<file path="config.mk">
export PLATFORM = sky130hd
export DESIGN_NAME = spi_mem_responder_flat
export DESIGN_NICKNAME = d
export VERILOG_FILES = /design/src/rtl/spi_mem_responder_if.sv /design/src/rtl/spi_mem_responder.sv /design/src/flat_wrapper.sv
export SDC_FILE = /design/constraint.sdc
export NUM_CORES = 1
export LEC_CHECK = 0
export ABC_AREA = 0
export CORE_MARGIN = 3
export CORE_UTILIZATION = 26
export CTS_BUF_LIST = sky130_fd_sc_hd__clkbuf_4
export DETAILED_ROUTE_END_ITERATION = 6
export GPL_TIMING_DRIVEN = 0
export PLACE_DENSITY_LB_ADDON = 0.1
export SLEW_MARGIN = 40
export SYNTH_ARGS = -nofsm -noshare
export SYNTH_HDL_FRONTEND = slang
export SYNTH_SLANG_ARGS = --single-unit
</file>
<file path="constraint.sdc">
create_clock -name clk_i -period 3.6 [get_ports clk_i]
set_clock_uncertainty 0.1 [all_clocks]
set_input_delay 0.72 -clock clk_i [delete_from_list [all_inputs] [get_ports clk_i]]
set_output_delay 0.72 -clock clk_i [all_outputs]
set_load 0.01 [all_outputs]
</file>
<file path="src/rtl/spi_mem_responder_if.sv">
// Serial link signals between spi_controller (master) and spi_mem_responder (slave).
// cs is active low; everything is sampled on the shared system clock.
interface spi_mem_responder_if;
    logic cs;
    logic mosi;
    logic miso;
    logic ready;
    logic op_done;

    modport master (
        output cs,
        output mosi,
        input  miso,
        input  ready,
        input  op_done
    );

    modport slave (
        input  cs,
        input  mosi,
        output miso,
        output ready,
        output op_done
    );
endinterface

</file>
<file path="src/rtl/spi_mem_responder.sv">
// SPI responder with a DEPTH x 8 register memory. It decodes LSB-first frames
// {data, addr, wr} and either commits a write or shifts the stored byte back out.
module spi_mem_responder #(
    parameter int DEPTH = 32
) (
    input  logic                 clk_i,
    input  logic                 reset_ni,
    spi_mem_responder_if.slave   bus
);

    localparam int AW = (DEPTH > 1) ? $clog2(DEPTH) : 1;

    typedef enum logic [2:0] {
        IDLE,
        CMD,
        ADDR,
        DATA,
        READY,
        SHIFT
    } state_e;

    state_e      state_q, state_d;
    logic [2:0]  cnt_q, cnt_d;
    logic        wr_q, wr_d;
    logic [7:0]  addr_q, addr_d;
    logic [7:0]  data_q, data_d;
    logic [7:0]  shreg_q, shreg_d;
    logic        ready_q, ready_d;
    logic        op_done_q, op_done_d;

    logic [7:0]  mem_q [DEPTH];
    logic        mem_we;
    logic        in_range;
    logic [7:0]  rd_byte;

    // Widened compare keeps the range check correct even when DEPTH is 256.
    assign in_range = ({1'b0, addr_q} < 9'(DEPTH));
    assign rd_byte  = in_range ? mem_q[addr_q[AW-1:0]] : 8'h00;

    assign bus.miso    = (state_q == SHIFT) && shreg_q[0];
    assign bus.ready   = ready_q;
    assign bus.op_done = op_done_q;

    always_comb begin
        state_d   = state_q;
        cnt_d     = cnt_q;
        wr_d      = wr_q;
        addr_d    = addr_q;
        data_d    = data_q;
        shreg_d   = shreg_q;
        ready_d   = 1'b0;
        op_done_d = 1'b0;
        mem_we    = 1'b0;

        case (state_q)
            IDLE: begin
                cnt_d = 3'd0;
                if (!bus.cs) begin
                    state_d = CMD;
                end
            end

            CMD: begin
                if (bus.cs) begin
                    state_d = IDLE;
                end else begin
                    wr_d    = bus.mosi;
                    cnt_d   = 3'd0;
                    state_d = ADDR;
                end
            end

            ADDR: begin
                if (bus.cs) begin
                    state_d = IDLE;
                end else begin
                    addr_d = {bus.mosi, addr_q[7:1]};
                    cnt_d  = cnt_q + 3'd1;
                    if (cnt_q == 3'd7) begin
                        cnt_d = 3'd0;
                        if (wr_q) begin
                            state_d = DATA;
                        end else begin
                            ready_d = 1'b1;
                            state_d = READY;
                        end
                    end
                end
            end

            DATA: begin
                if (bus.cs) begin
                    state_d = IDLE;
                end else begin
                    data_d = {bus.mosi, data_q[7:1]};
                    cnt_d  = cnt_q + 3'd1;
                    // Out-of-range writes still acknowledge so the controller never stalls.
                    if (cnt_q == 3'd7) begin
                        cnt_d     = 3'd0;
                        mem_we    = in_range;
                        op_done_d = 1'b1;
                        state_d   = IDLE;
                    end
                end
            end

            READY: begin
                shreg_d = rd_byte;
                cnt_d   = 3'd0;
                state_d = SHIFT;
            end

            SHIFT: begin
                shreg_d = {1'b0, shreg_q[7:1]};
                cnt_d   = cnt_q + 3'd1;
                if (cnt_q == 3'd7) begin
                    cnt_d   = 3'd0;
                    state_d = IDLE;
                end
            end

            default: begin
                state_d = IDLE;
            end
        endcase
    end

    always_ff @(posedge clk_i) begin
        if (!reset_ni) begin
            state_q   <= IDLE;
            cnt_q     <= 3'd0;
            wr_q      <= 1'b0;
            addr_q    <= 8'h00;
            data_q    <= 8'h00;
            shreg_q   <= 8'h00;
            ready_q   <= 1'b0;
            op_done_q <= 1'b0;
        end else begin
            state_q   <= state_d;
            cnt_q     <= cnt_d;
            wr_q      <= wr_d;
            addr_q    <= addr_d;
            data_q    <= data_d;
            shreg_q   <= shreg_d;
            ready_q   <= ready_d;
            op_done_q <= op_done_d;
        end
    end

    // data_d already holds the final bit, so the commit lands on the last data edge.
    always_ff @(posedge clk_i) begin
        if (!reset_ni) begin
            for (int i = 0; i < DEPTH; i++) begin
                mem_q[i] <= 8'h00;
            end
        end else if (mem_we) begin
            mem_q[addr_q[AW-1:0]] <= data_d;
        end
    end

endmodule

</file>
<file path="src/flat_wrapper.sv">
// flat-port wrapper written by rule: the top's interface ports become plain ports
module spi_mem_responder_flat 
#(
    parameter int DEPTH = 32
)
  (clk_i, reset_ni, bus_cs, bus_mosi, bus_miso, bus_ready, bus_op_done);
  spi_mem_responder_if bus_i ();
  input  logic clk_i;
  input  logic reset_ni;
  input wire logic [$bits(bus_i.cs)-1:0] bus_cs;
  input wire logic [$bits(bus_i.mosi)-1:0] bus_mosi;
  output wire logic [$bits(bus_i.miso)-1:0] bus_miso;
  output wire logic [$bits(bus_i.ready)-1:0] bus_ready;
  output wire logic [$bits(bus_i.op_done)-1:0] bus_op_done;
  assign bus_i.cs = bus_cs;
  assign bus_i.mosi = bus_mosi;
  assign bus_miso = bus_i.miso;
  assign bus_ready = bus_i.ready;
  assign bus_op_done = bus_i.op_done;
  spi_mem_responder #(.DEPTH(DEPTH)) u_core (.clk_i(clk_i), .reset_ni(reset_ni), .bus(bus_i));
endmodule
</file>
# Word level (Yosys, flattened, before mapping)
# Memory sizes are Yosys's and may differ from the RTL's. A register that Yosys moved wholly into a read port is not among the register bits.
# Cells that the tools add are included.
[totals]
reg_bits = 33
ram_bits = 256
word_cells = 69
n_memories = 1
[mem_list]
columns = ["memory", "depth", "width", "read_ports", "rd_clocked_by_memory_dff", "wr", "line", "text"]
rows = [
  ["u_core.mem_q", 32, 8, 1, 1, 32, "spi_mem_responder.sv:31", "logic [7:0] mem_q [DEPTH];"],
]
[classes]
n_addsub = 1
n_lt_le_gt_ge = 1
eq_ne = 10
n_mux = 30
n_bitwise = 5
reduce_logical = 13
[ops]
columns = ["cell", "n"]
rows = [
  ["$mux W8", 4],
  ["$mux W3", 9],
  ["$pmux W3 S6", 1],
  ["$pmux W8 S2", 1],
  ["$mux W5", 3],
  ["$pmux W3 S4", 1],
  ["$mux W1", 10],
  ["$eq A3 B3 Y1 const B", 3],
  ["$lt A8 B6 Y1 const B", 1],
  ["$reduce_or A8 Y1", 1],
  ["$eq A3 B2 Y1 const B", 2],
  ["$ne A2 B2 Y1 const B", 3],
  ["$reduce_and A2 Y1", 3],
  ["$not A1 Y1", 5],
  ["$reduce_bool A4 Y1", 1],
  ["$reduce_or A2 Y1", 2],
  ["$reduce_or A4 Y1", 1],
  ["$add A3 B1 Y3 const B", 1],
  ["$eq A3 B1 Y1 const B", 1],
  ["$logic_not A3 Y1", 1],
  ["$ne A3 B2 Y1 const B", 1],
  ["$reduce_and A3 Y1", 1],
  ["$reduce_or A3 Y1", 1],
  ["$mux W2", 1],
  ["other kinds (2)", 2],
]

# Logic depth before layout (Yosys ltp)
# Gate-level depths: netlist of run 1.
[logic_depth]
ltp_word = 9
mapped_depth = 9
depth_no_buf = 7

# Worst setup path after synthesis of run 1
# OpenSTA, ideal clock, no wires.
[synth_path]
path_kind = "input port to flip-flop"
from = "in bus_cs"
to = "mem u_core.mem_q[11][0], enable pin"
setup_ps = 329
arrival_time_ps = 2345
path_slack_ps = 826
stages = 6
path_buffers = 1
path_cell_list = "and4bb_1 buf_4 nand3_2 nor3_2 nand2_2 nand2_1"
[synth_rtl]
columns = ["element", "line", "text"]
rows = [
  ["start, declared", "flat_wrapper.sv:10", "input wire logic [$bits(bus_i.cs)-1:0] bus_cs;"],
  ["end, declared", "spi_mem_responder.sv:31", ""],
]

==> results of run 1 <==
## sequential cells by signal, summed over array words and instances (netlist names), named ones only
name                flops
u_core.wr_q             1
u_core.addr_q           8
u_core.cnt_q            3
u_core.mem_q          256
u_core.state_q          3
u_core.shreg_q          8
u_core.bus.ready        1
u_core.bus.op_done      1
u_core.data_q           8
## cell usage in the layout (no fill, tap or decap), drive strengths merged, types with 8 or more instances in the layout
cell / count
dfxtp: 38
nor2b: 18
edfxtp: 256
nand3: 8
nand2: 111
nor2: 284
o21ai: 11
mux4: 50
a22oi: 12
a21boi: 11
clkbuf: 176
buf: 28
clkinv: 15
mux2i: 44
a22o: 9
a21oi: 10
inv: 9
## cell families after synthesis
family / synth area share [%]
AND/OR/NAND/NOR: 15.41
multiplexers: 12.19
buffers and inverters: 2.369
flip-flops: 65.29
adder cells (fa/ha/maj): 0.1934
AO/OA/AOI/OAI: 4.545
## tightest hold or removal path, cell delays in order (launching register included)
cell      delay (ps)
dfxtp_1          320
nand2_1           50
a21boi_0          60
## final cells by class
cell class	instances	share of cell area, %
clock inverter	20	0.5175
timing repair buffer	16	0.9933
tap	664	5.543
antenna	1	0.01669
sequential	294	56.36
buffer	71	2.037
multi-input combinational	634	28.27
inverter	4	0.1002
clock buffer	123	6.160
## Yosys cell counts, drive strengths merged (8+ instances only)
| library cell | n | area, um^2 |
|---|---|---|
| nor2b | 18 | 112.6 |
| edfxtp | 256 | 7687 |
| clkbuf | 53 | 198.9 |
| a22o | 9 | 78.83 |
| nor2 | 284 | 1066 |
| a21boi | 11 | 82.58 |
| nand2 | 111 | 486.7 |
| a22oi | 12 | 90.09 |
| dfxtp | 38 | 760.7 |
| buf | 18 | 92.59 |
| mux2i | 44 | 440.4 |
| a21oi | 10 | 50.05 |
| mux4 | 50 | 1126 |
| o21ai | 11 | 55.05 |
| nand3 | 8 | 45.04 |
## power groups by stage
| stage | Sequential [W] | Combinational [W] | Clock [W] |
|---|---|---|---|
| after detailed placement | 0.00396 | 0.000219 | 0 |
| after floorplan | 0.00393 | 0.000128 | 0 |
| after global placement | 0.00395 | 0.000217 | 0 |
| after global routing | 0.00389 | 0.000233 | 0.00330 |
| final | 0.00388 | 0.000215 | 0.00299 |
| after CTS | 0.00388 | 0.000219 | 0.00312 |
## per-stage QoR
step / setup WS, ps / power [W]
6_report: 187.0 / 0.007086
5_1_grt: 11.50 / 0.007427
4_1_cts: 5.555 / 0.007222
3_5_place_dp: -514.4 / 0.004175
3_3_place_gp: -946.7 / 0.004172
2_1_floorplan: 826.1 / 0.004062
## per-layer routing
layer	vias to the layer above	track usage, %	share of wire [%]
li1	3881	-	-
met1	4315	21.91	45
met2	224	26.24	47
met3	71	4.104	5.4
met4	0	7.059	2.9
met5	-	0	0
## path summary, 6_finish.rpt
check / from / to / cells after the start
min reg2reg: u_core.addr_q[7] / u_core.addr_q[6] / 2
max: u_core.cnt_q[0] / u_core.mem_q[5][6] / 8
min: u_core.addr_q[7] / u_core.addr_q[6] / 2
max reg2reg: u_core.cnt_q[0] / u_core.mem_q[5][6] / 8
## repair_timing
item                       4_1_cts  5_1_grt
setup endpoints to repair        1      100
pin swaps                        0        3
hold buffers                     0        0
resized for setup                1        7
setup buffers                    0        3
==> impl_metrics.tcl, run 1 <==
set metrics [dict create \
    dieArea_um2 52480 \
    cts.path.max_buffers 3 \
    firstDrtPassIters 4 \
    synth_warnings 0 \
    grt-ovfl-total 0 \
    seq_area_um2 8448 \
    synthFlopType "edfxtp_1" \
    fin_cells 1827 \
    avgSynthCellArea_um2 12.90 \
    async_flop_share_pct 0 \
    p_int_w 0.005458 \
    portBuffers 6 \
    drc 0 \
    cts_htree_levels 3 \
    multi_input_area_um2 4238 \
    num_rows 81 \
    dp_cells 1679 \
    antenna_found_initial 1 \
    dpl_cell_area_um2 13910 \
    crit_type "register to register" \
    path_delay_family "simple AND/OR/NAND/NOR gates" \
    min_period_over_period_pct 94.81 \
    arrival_ps 3690 \
    final_util_pct 30.56 \
    synth_seq_cells 294 \
    wl_um 43320 \
    fin_setup_tns_ps 0 \
    grt_max_degree 12 \
    fill_cells 5078 \
    path_cells "ha_1 -> ha_1 -> clkbuf_1 -> nand3_2 -> nor4_4 -> buf_4 -> nand2_2 -> nand2_1" \
    rrSetupSlack_ps 190 \
    grt_pass1_wl_um 62090 \
    final_area_um2 14990 \
    fin_crit_ps 3413 \
    comb_power_share_pct 3.0 \
    cts_tree "done" \
    path_common_cell "ha_1" \
    slew_headroom_pct 32.95 \
    dp_hpwl_um 28920 \
    tightest_slew_ps 1003 \
    final_nets 1112 \
    clkPwrFrac_pct 42.2 \
    chipWidth_um 229.1 \
    max-cap-violations 0 \
    grt_pass1_vias 8807 \
    power_density_nw_per_um2 472.7 \
    finalMaxSlewViolations 0 \
    hp-class "register to register" \
    fp.dieH_um 229.1 \
    cts_inserted_buffers 85 \
    clk_pin_slew_ps 60 \
    setup_violations 0 \
    gp_congestion 0.7842 \
    cts.sinks 294 \
    grt_setup_unrepaired "no" \
    seq_power_share_pct 54.8 \
    p_leak_nw 4.566 \
    max_freq_mhz 293.0 \
    syn_to_final_growth_pct 15.84 \
    num_vias 8491 \
    critical_path_buf_inv_count 2 \
    drive_gt1_share_pct 22.63 \
    design.core.area_um2 49050 \
    synth_area_um2 12940 \
    path_max_fanout 9 \
    status "finished clean" \
    synthesis.nets 1009 \
    cp_slowest_stage_delay_ps 600 \
    initial_core_util_pct 26.38 \
    ys_seq_area_share_pct 65.29 \
    grt_usage_pct 16.65 \
    cpMaxStageDelayCell "nor4_4" \
    hold_violations 0 \
    switching_power_w 0.001628 \
    insertion_delay_ps 770 \
    switching_share_pct 22.98 \
    synth_edf_count 256 \
    root_buffer "clkbuf_4" \
    via_per_inst 4.648 \
    ys_types 46 \
    cp-end-kind "register" \
    io_pins 7 \
    whs_ps 379.2 \
    required_ps 3880 \
    postRouteAntennaNets 0 \
    cp-start-kind "register" \
    avgRoutedWirePerCell_um 23.71 \
    irDropWorstVdd_mv 0.1599 \
    synth_cells 1003 \
    drt_iter0_markers 568 \
]
Power figures use the tool's default switching activity.
==> run 2, diff against run 1 <==
--- a/config.mk
+++ b/config.mk
@@ -12,6 +12,7 @@
 export DETAILED_ROUTE_END_ITERATION = 6
 export GPL_TIMING_DRIVEN = 0
 export PLACE_DENSITY_LB_ADDON = 0.1
+export SETUP_SLACK_MARGIN = 0.05
 export SLEW_MARGIN = 40
 export SYNTH_ARGS = -nofsm -noshare
 export SYNTH_HDL_FRONTEND = slang
==> run 2 against run 1 <==
Non-clock buffer count rose by 1. Combinational power hardly changed. Routed wire length about the same. Via count grew 0.16%. Design area hardly changed. Power about the same. Global-route usage hardly changed. Critical path depth down 1. Largest cell class unchanged. Largest power group unchanged.
==> impl_metrics.tcl, run 2 (synthesis gave the netlist of run 1 again) <==
set metrics [dict create \
    status "finished clean" \
    ctsHoldBuffers 0 \
    path_max_fanout 9 \
    drt_iter0_markers 521 \
    reg2reg_depth 7 \
    busiest_layer "met2" \
    drive_gt1_share_pct 22.79 \
    grt-ovfl-total 0 \
    arrival_ps 3640 \
    firstDrtPassIters 5 \
    timing.rr.end "u_core.mem_q[15][6]" \
    drc 0 \
    met2_usage_pct 26.24 \
    root_buffer "clkbuf_4" \
    io_pins 7 \
    design.core.area_um2 49050 \
    irDropWorstVdd_mv 0.1604 \
    hp-class "register to register" \
    max-cap-violations 0 \
    chipWidth_um 229.1 \
    hold_violations 0 \
    cts.sinks 294 \
    final_nets 1113 \
    reg2reg_from "u_core.cnt_q[0]" \
    fp.dieH_um 229.1 \
    avgRoutedWirePerCell_um 23.69 \
    initial_core_util_pct 26.38 \
    portBuffers 6 \
    setup_violations 0 \
    finalMaxSlewViolations 0 \
    met3_usage_pct 4.104 \
    grt_max_degree 12 \
    power_density_nw_per_um2 472.5 \
    p_leak_nw 4.571 \
    largest_reg_flops 256 \
    grt_setup_unrepaired "no" \
    wl_um 43310 \
    grt_pass1_vias 8810 \
    max_freq_mhz 302.4 \
    grt_pass1_wl_um 62100 \
    min_period_over_period_pct 91.87 \
    holdPathStages 2 \
    cts.path.max_buffers 3 \
    tightest_slew_ps 977.6 \
    dp_hpwl_um 28920 \
    dieArea_um2 52480 \
    final_util_pct 30.58 \
    final_common_cell "nor2_1" \
    insertion_delay_ps 770 \
    top_register "u_core.mem_q" \
    crit_type "register to register" \
    cts_htree_levels 3 \
    cp-start-kind "register" \
    gp_congestion 0.7842 \
    rrSetupSlack_ps 290 \
    required_ps 3930 \
    min_to "u_core.addr_q[6]" \
    syn_to_final_growth_pct 15.92 \
    final_cell_mix "nor2_1 (284), edfxtp_1 (256), clkbuf_4 (123), nand2_1 (79), mux4_2 (50)" \
    dp_cells 1679 \
    slew_headroom_pct 34.66 \
    fin_cells 1828 \
    via_per_inst 4.653 \
    fill_cells 5079 \
    grt_util_met1_pct 21.92 \
    cp-end-kind "register" \
    min_from "u_core.addr_q[7]" \
    grt_usage_pct 16.65 \
    cts_tree "done" \
    postRouteAntennaNets 0 \
    fin_crit_ps 3307 \
    num_vias 8505 \
    num_rows 81 \
    antenna_found_initial 1 \
    cts_inserted_buffers 85 \
    clk_pin_slew_ps 60 \
]
## run 2: stage by stage
stage               TNS [ps]  worst slack [ps]  hold WS [ps]  cell area, um^2  total power, W
floorplan                  0             826.1         348.9            12940        0.004062
global placement     -239540            -946.7         368.9            13830        0.004172
detailed placement    -92360            -514.4         373.2            13910        0.004175
CTS                        0             52.02         382.9            14920        0.007222
global route               0             51.09         399.2            15000        0.007427
finish                     0             292.6         379.2            15000        0.007088
## run 2: layout make-up
type	count	area [um^2]	area share [%]
buffer	71	305.3	2.035
clock inverter	20	77.57	0.5172
sequential	294	8448	56.32
timing repair buffer	17	156.4	1.043
clock buffer	123	923.4	6.156
tap	664	830.8	5.539
inverter	4	15.01	0.1001
antenna	1	2.502	0.01668
multi-input combinational	634	4240	28.27
## run 2: where the power goes
part | total [W] | internal (W) | switching (W) | leakage, nW
sequential | 0.00388 | 0.00384 | 0.0000422 | 2.74
clock | 0.00299 | 0.00155 | 0.00144 | 0.615
combinational | 0.000215 | 0.0000669 | 0.000148 | 1.22
## run 2: critical path: stages (launching register included)
cell	delay [ps]
dfxtp_1	400
ha_1	180
ha_1	140
clkbuf_1	320
nand3_2	350
nor4_2	530
nand3_1	510
nand2_2	450
## run 2: how the worst max path moves through the flow
stage / start / slack [ps] / depth (start not counted) / to
final: u_core.cnt_q[0] / 290 / 7 / u_core.mem_q[15][6]
after global placement: bus_cs / -950 / 7 / u_core.mem_q[23][4]
after CTS: u_core.cnt_q[0] / 50 / 8 / u_core.mem_q[10][6]
after global routing: u_core.state_q[1] / 50 / 5 / bus_miso
after detailed placement: bus_cs / -510 / 7 / u_core.mem_q[23][4]
after floorplan: bus_cs / 830 / 6 / u_core.mem_q[11][0]
## run 2: timing repair
item | CTS | global route
pin swaps | 1 | 4
endpoints found under the hold margin | 0 | 0
gates cloned | 0 | 0
resized for setup | 3 | 4
setup buffers | 0 | 4
endpoints found under the setup margin | 9 | 137
## run 2: metal layers
metal | share of wire (%) | up-vias
li1 | - | 3883
met1 | 45 | 4328
met2 | 47 | 223
met3 | 5.3 | 71
met4 | 2.8 | 0
met5 | 0 | -
